<file path="src/rtl/pipeline_reg.sv">
// Single-stage pipeline register with synchronous flush (loads bubble value) and stall (hold).
// Optional event counters are enabled with `define PIPELINE_REG_STATS_EN.
module pipeline_reg #(
    parameter int unsigned   WIDTH = 32,
    parameter logic [1023:0] reset = '0
) (
    input  logic             clk,
    input  logic             rst,
    input  logic             flush,
    input  logic             stall,
    input  logic [WIDTH-1:0] in,
    output logic [WIDTH-1:0] out
`ifdef PIPELINE_REG_STATS_EN
    ,
    output logic [31:0]      stall_cnt,
    output logic [31:0]      flush_cnt,
    output logic [31:0]      load_cnt
`endif
);

    // Bubble is the low WIDTH bits of the parameter; shorter values are zero-extended already.
    localparam logic [WIDTH-1:0] BUBBLE = reset[WIDTH-1:0];

    logic [WIDTH-1:0] q_q;
    logic [WIDTH-1:0] q_d;

    always_comb begin
        q_d = in;
        if (flush) begin
            q_d = BUBBLE;
        end else if (stall) begin
            q_d = q_q;
        end
    end

    always_ff @(posedge clk or posedge rst) begin
        if (rst) begin
            q_q <= BUBBLE;
        end else begin
            q_q <= q_d;
        end
    end

    assign out = q_q;

`ifdef PIPELINE_REG_STATS_EN
    logic [31:0] stall_cnt_q, stall_cnt_d;
    logic [31:0] flush_cnt_q, flush_cnt_d;
    logic [31:0] load_cnt_q,  load_cnt_d;

    // Exactly one counter advances per non-reset edge, mirroring the data priority.
    always_comb begin
        stall_cnt_d = stall_cnt_q;
        flush_cnt_d = flush_cnt_q;
        load_cnt_d  = load_cnt_q;
        if (flush) begin
            flush_cnt_d = flush_cnt_q + 32'd1;
        end else if (stall) begin
            stall_cnt_d = stall_cnt_q + 32'd1;
        end else begin
            load_cnt_d = load_cnt_q + 32'd1;
        end
    end

    always_ff @(posedge clk or posedge rst) begin
        if (rst) begin
            stall_cnt_q <= '0;
            flush_cnt_q <= '0;
            load_cnt_q  <= '0;
        end else begin
            stall_cnt_q <= stall_cnt_d;
            flush_cnt_q <= flush_cnt_d;
            load_cnt_q  <= load_cnt_d;
        end
    end

    assign stall_cnt = stall_cnt_q;
    assign flush_cnt = flush_cnt_q;
    assign load_cnt  = load_cnt_q;
`endif

endmodule

</file>
<file path="config.mk">
export PLATFORM = sky130hd
export DESIGN_NAME = pipeline_reg
export DESIGN_NICKNAME = d
export VERILOG_FILES = /design/src/rtl/pipeline_reg.sv
export SDC_FILE = /design/constraint.sdc
export NUM_CORES = 1
export LEC_CHECK = 0
export ABC_CLOCK_PERIOD_IN_PS = 1700
export BUFFER_PORTS_ARGS = -buffer_cell sky130_fd_sc_hd__buf_4
export CORE_UTILIZATION = 45
export DETAILED_ROUTE_END_ITERATION = 6
export MAX_ROUTING_LAYER = met4
export PLACE_DENSITY = 0.79
export SLEW_MARGIN = 20
export SYNTH_ARGS = -nofsm -noshare
export SYNTH_HDL_FRONTEND = slang
export SYNTH_SLANG_ARGS = --single-unit
</file>
<file path="constraint.sdc">
create_clock -name clk -period 1.7 [get_ports clk]
set_input_delay 0.51 -clock clk [delete_from_list [all_inputs] [get_ports clk]]
set_output_delay 0.51 -clock clk [all_outputs]
set_load 0.02 [all_outputs]
</file>
==> results_dict.tcl, run 1 <==
set metrics [dict create \
    fin_tns_setup_ns 0 \
    clock_sink_count 32 \
    critical_path.startpoint_type "flop" \
    clockBufferDepth 2 \
    crit_path_max_fanout 2 \
    cp_num_buf_inv 1 \
    n_antenna_cell 0 \
    dp_worst_setup_slack_ns 0.279 \
    tritoncts_clock_tree "done" \
    grt-ovfl-total 0 \
    yosysTopAreaCellShare 0.603 \
    grt_setup_unrepaired "no" \
    final_hold_viol_count 0 \
    syn_avg_cell_area_um2 12.8 \
    max_freq_mhz 715 \
    routed_wire_length_per_instance_um 13.0 \
    power.density_cell_area_nw_per_um2 822 \
    synthesis.instances 104 \
    final_util 0.662 \
    chain_of_cells_forming_the_critical_path "buf_4" \
    ys_ff_latch 32 \
    drv.max_cap_violation_count 0 \
    drive_gt1_frac 0.430 \
    end_kind "output pin" \
    largest_stage_delay_on_the_critical_path_ns 0.40 \
    floorplan.die_area_um2 3170 \
    clkTransAtPathRegs_ns 0.09 \
    timing_max_transition_violations_final 0 \
    maxSlewHeadroom 0.652 \
    clock_latency_ns 0.32 \
    initial_utilization 0.477 \
    die_y_um 56.3 \
    result_of_the_run "completed" \
    pin_count 68 \
    area_delta_synth_final_pct 38.6 \
    cts_root_buffer "clkbuf_4" \
    number_of_flip_flops_in_the_largest_register 32 \
    detail_route.wirelength_um 2640 \
    core_area_um2 2780 \
    shortest_clock_period_the_worst_path_allows_after_layout_ns 1.40 \
    overall_routing_resource_usage 0.192 \
    tritoncts.num_buffers 5 \
    power.ir.vdd_worst_mv 0.684 \
    swShare 0.270 \
    post_synthesis_instance_area_um2 1330 \
    switchingPower_uw 409 \
    antenna_violations_before_repair 0 \
    power_frac_clock 0.257 \
    worst_path_dominant_cell_family "flip-flops" \
    timing.final.crit_share 0.823 \
    leakage_power_summed_over_all_cells_uw 0.00105 \
    power.combinational.fraction 0.197 \
    gp_congestion 0.728 \
    synth-async-reset-ratio 1.00 \
    synth_seq_area_share 0.603 \
    drc 0 \
    post_drt_via_cell_ratio 4.90 \
    drt_first_iter_violations 31 \
    synth_fp_nets 140 \
    grt_pass1_wl_um 4490 \
    fin_nets 208 \
    cts.repair_timing.setup_buffer_count 0 \
    power.sequential.fraction 0.547 \
    synth_top_cells_by_count "dfrtp_1, mux2i_1, nor2_1" \
    worst_slew_pin_slew_ns 0.521 \
    die-width_um 56.3 \
    cts.htree.levels 2 \
    ys.flop_type "dfrtp_1" \
    hpwlAfterDp_um 1850 \
    routed-via-count 995 \
    skew_ns 0 \
    crit_type "flop to output pin" \
    grt_pass1_vias 1016 \
    yosys-top-cells-area "dfrtp_1, mux2i_1, nor2_1, buf_12, buf_6" \
    layout_setup_ws_ns 0.301 \
    hold_fix_buffers_at_cts 0 \
    post_cts_resize_count 0 \
    grt_max_degree 33 \
    hold_crit_class "input port to asynchronous set/reset pin" \
    yosys_warnings 0 \
    detail_route.first_pass.iterations 4 \
    synth_largest_area_cell "dfrtp_1" \
    synth_enable_flop_cells 0 \
    drtAntennaViolNets 0 \
    fillerInstances 237 \
    timing.critical_path.slowest_stage_cell "dfrtp_1" \
    whs_ns 0.254 \
    cp_data_arrival_time_ns 0.89 \
    standard_cell_row_count 19 \
    synth_cell_types 7 \
    critPathRequiredTime_ns 1.19 \
    intPower_uw 1100 \
    setup_viol 0 \
    portBuffers 67 \
]
## final timing paths
path                          from       to  slack [ns]  cells past startpoint
min in group clk            in[14]  out[14]        0.42                      3
setup / recovery           out[19]  out[19]        0.30                      1
setup reg to reg           out[24]  out[24]        0.99                      2
hold / removal                 rst  out[27]        0.25                      3
hold reg to reg             out[1]   out[1]        0.53                      2
max in group asynchronous      rst  out[26]        1.16                      3
## stage by stage
| stage | area (µm²) | total power, µW | instances |
|---|---|---|---|
| floorplan | 1330 | 1010 | 104 |
| global placement | 1790 | 1140 | 196 |
| CTS | 1840 | 1540 | 203 |
| finish | 1840 | 1510 | 203 |
| global route | 1840 | 1590 | 203 |
| detailed placement | 1790 | 1150 | 196 |
## final cells by class
class	count	area [µm²]	area share
flip-flops and latches	32	801	0.435
repair buffers	68	510	0.277
clock buffers	6	41.3	0.0224
multi-input cells	64	440	0.239
inverters	1	3.75	0.00204
clock inverters	1	5.00	0.00272
well taps	31	38.8	0.0211
## routing by layer
metal / track usage / vias up / routed length, µm
met2: 0.308 / 44 / 1350
li1: - / 473 / -
met1: 0.222 / 473 / 1060
met3: 0.0553 / 5 / 182
met4: 0.0941 / 0 / 36
met5: - / - / 0
## cells in the final DEF (no fill, tap or decap)
master    Yosys  routed
buf_4         0      68
mux2i_1      32      32
nor2_1       32      32
dfrtp_1      32      32
clkbuf_4      0       5
inv_1         1       1
clkbuf_1      3       1
clkinv_2      0       1
## power groups by stage
stage               clock [µW]  sequential, µW  combinational, µW
floorplan                    0             894                116
detailed placement           0             842                303
CTS                        409             828                303
global placement             0             841                297
global route               438             832                324
finish                     388             827                298
## kinds of logic (layout without fill, tap and decap cells)
logic type | after synthesis | in the layout | synth area share
buffers and inverters | 8 | 76 | 0.0650
DFF | 32 | 32 | 0.603
and+or+nand+nor | 32 | 32 | 0.0905
muxes | 32 | 32 | 0.241
(Power assumes the default switching activity.)
==> run 2, diff against run 1 <==
--- a/config.mk
+++ b/config.mk
@@ -5,12 +5,12 @@
 export SDC_FILE = /design/constraint.sdc
 export NUM_CORES = 1
 export LEC_CHECK = 0
-export ABC_CLOCK_PERIOD_IN_PS = 1700
+export ABC_CLOCK_PERIOD_IN_PS = 1300
 export BUFFER_PORTS_ARGS = -buffer_cell sky130_fd_sc_hd__buf_4
-export CORE_UTILIZATION = 45
+export CORE_UTILIZATION = 44
 export DETAILED_ROUTE_END_ITERATION = 6
 export MAX_ROUTING_LAYER = met4
-export PLACE_DENSITY = 0.79
+export PLACE_DENSITY = 0.78
 export SLEW_MARGIN = 20
 export SYNTH_ARGS = -nofsm -noshare
 export SYNTH_HDL_FRONTEND = slang
==> constraint.sdc (replaced) <==
create_clock -name clk -period 1.3 [get_ports clk]
set_input_delay 0.39 -clock clk [delete_from_list [all_inputs] [get_ports clk]]
set_output_delay 0.39 -clock clk [all_outputs]
set_load 0.02 [all_outputs]
==> run 2 against run 1 <==
The run now ends with DRC left. Wire length up 14%. Utilization up 6.9 points. Sequential share of layout area down 4.4 points. Die area up 2.2%. Final area up 11%. Largest cell class unchanged.
==> results_dict.tcl, run 2 (synthesized netlist as in run 1, its figures left out) <==
set metrics [dict create \
    core_area_um2 2810 \
    hold_fix_buffers_at_cts 0 \
    grt_max_degree 33 \
    clock_latency_ns 0.32 \
    leakage_power_summed_over_all_cells_uw 0.00115 \
    grt_pass1_wl_um 4710 \
    crit_path_max_fanout 2 \
    multiInputGateArea_um2 440 \
    routed-via-count 1057 \
    cp_num_buf_inv 1 \
    n_antenna_cell 0 \
    hpwlAfterDp_um 2020 \
    tritoncts.num_buffers 5 \
    shortest_clock_period_the_worst_path_allows_after_layout_ns 1.28 \
    detail_route.wirelength_um 2990 \
    power.density_cell_area_nw_per_um2 1040 \
    ff_latch_area_um2 801 \
    gp_congestion 0.680 \
    clockBufferDepth 2 \
    timing.final.crit_share 0.981 \
    end_kind "output pin" \
    drive_gt1_frac 0.478 \
    standard_cell_row_count 19 \
    portBuffers 67 \
    drv.max_cap_violation_count 0 \
    die_y_um 56.9 \
    grt-ovfl-total 0 \
    number_of_flip_flops_in_the_largest_register 32 \
    max_freq_mhz 784 \
    chain_of_cells_forming_the_critical_path "buf_4" \
    maxSlewHeadroom 0.727 \
    final_cell_mix "buf_4, mux2i_1, nor2_1, dfrtp_1, buf_6" \
    critical_path.startpoint_type "flop" \
    largest_stage_delay_on_the_critical_path_ns 0.40 \
    setup_viol 0 \
    drtAntennaViolNets 0 \
    report.power.total_uw 2130 \
    tritoncts_clock_tree "done" \
    skew_ns 0 \
    cts_root_buffer "clkbuf_4" \
    antenna_violations_before_repair 0 \
    floorplan.die_area_um2 3240 \
    clkTransAtPathRegs_ns 0.09 \
    die-width_um 56.9 \
    worst_path_dominant_cell_family "flip-flops" \
    drc 6 \
    critPathRequiredTime_ns 0.91 \
    crit_type "flop to output pin" \
    cp_data_arrival_time_ns 0.89 \
    fillerInstances 207 \
    final_util 0.731 \
    grt_pass1_vias 1088 \
    result_of_the_run "complete, but fails checks" \
    fin_nets 221 \
    grt_setup_unrepaired "yes" \
    detail_route.first_pass.iterations 6 \
    timing_max_transition_violations_final 0 \
    routed_wire_length_per_instance_um 13.8 \
    dp.cells 198 \
    drt_first_iter_violations 24 \
    worst_slew_pin_slew_ns 0.410 \
    initial_utilization 0.473 \
    hold_crit_class "input port to asynchronous set/reset pin" \
    power.ir.vdd_worst_mv 0.819 \
    pin_count 68 \
    violations "DRC" \
    final_hold_viol_count 0 \
    fin_cells 217 \
    most_common_library_cell_in_the_layout_ignoring_fill_and_taps "buf_4" \
    overall_routing_resource_usage 0.201 \
    timing.critical_path.slowest_stage_cell "dfrtp_1" \
    post_drt_via_cell_ratio 4.87 \
    area_delta_synth_final_pct 54.4 \
    clock_sink_count 32 \
    cts.htree.levels 2 \
]
[run 2: layout make-up]
cell class / count / share of cell area
repair buffers: 81 / 0.344
clock inverters: 2 / 0.00488
multi-input cells: 64 / 0.215
clock buffers: 6 / 0.0250
well taps: 31 / 0.0189
inverters: 1 / 0.00183
flip-flops and latches: 32 / 0.391
[run 2: worst paths after layout]
kind / from / end / slack [ns] / depth (start not counted)
setup reg to reg: out[2] / out[2] / 0.43 / 3
min in group clk: in[10] / out[10] / 0.30 / 3
setup / recovery: out[7] / out[7] / 0.02 / 1
hold / removal: rst / out[18] / 0.14 / 3
hold reg to reg: out[26] / out[26] / 0.53 / 2
max in group asynchronous: rst / out[7] / 0.86 / 3
[run 2: report_power, final]
| part | switching, µW | total, µW | internal [µW] |
|---|---|---|---|
| Combinational | 208 | 457 | 249 |
| Clock | 326 | 584 | 257 |
| Sequential | 37.7 | 1090 | 1050 |
[run 2: stage by stage]
step	hold WS, ns	setup WS [ns]	TNS (ns)	area, µm²
2_1_floorplan	0.456	0.219	0	1330
3_3_place_gp	0.497	0.237	0	1830
3_5_place_dp	0.508	0.184	0	1830
4_1_cts	0.145	0.00454	0	1910
5_1_grt	0.193	-0.0169	-0.0746	2050
6_report	0.143	0.0243	0	2050
[run 2: what timing repair did]
item,in CTS,in global routing
cloned,0,0
gates resized for setup,1,18
endpoints found under the setup margin,2,25
buffers inserted,1,10
[run 2: metal layers]
| layer | vias up | GRT usage | wire length [µm] |
|---|---|---|---|
| met5 | - | - | 0 |
| met2 | 39 | 0.339 | 1510 |
| met4 | 0 | 0.0941 | 45 |
| li1 | 502 | - | - |
| met3 | 5 | 0.0499 | 162 |
| met1 | 511 | 0.224 | 1270 |
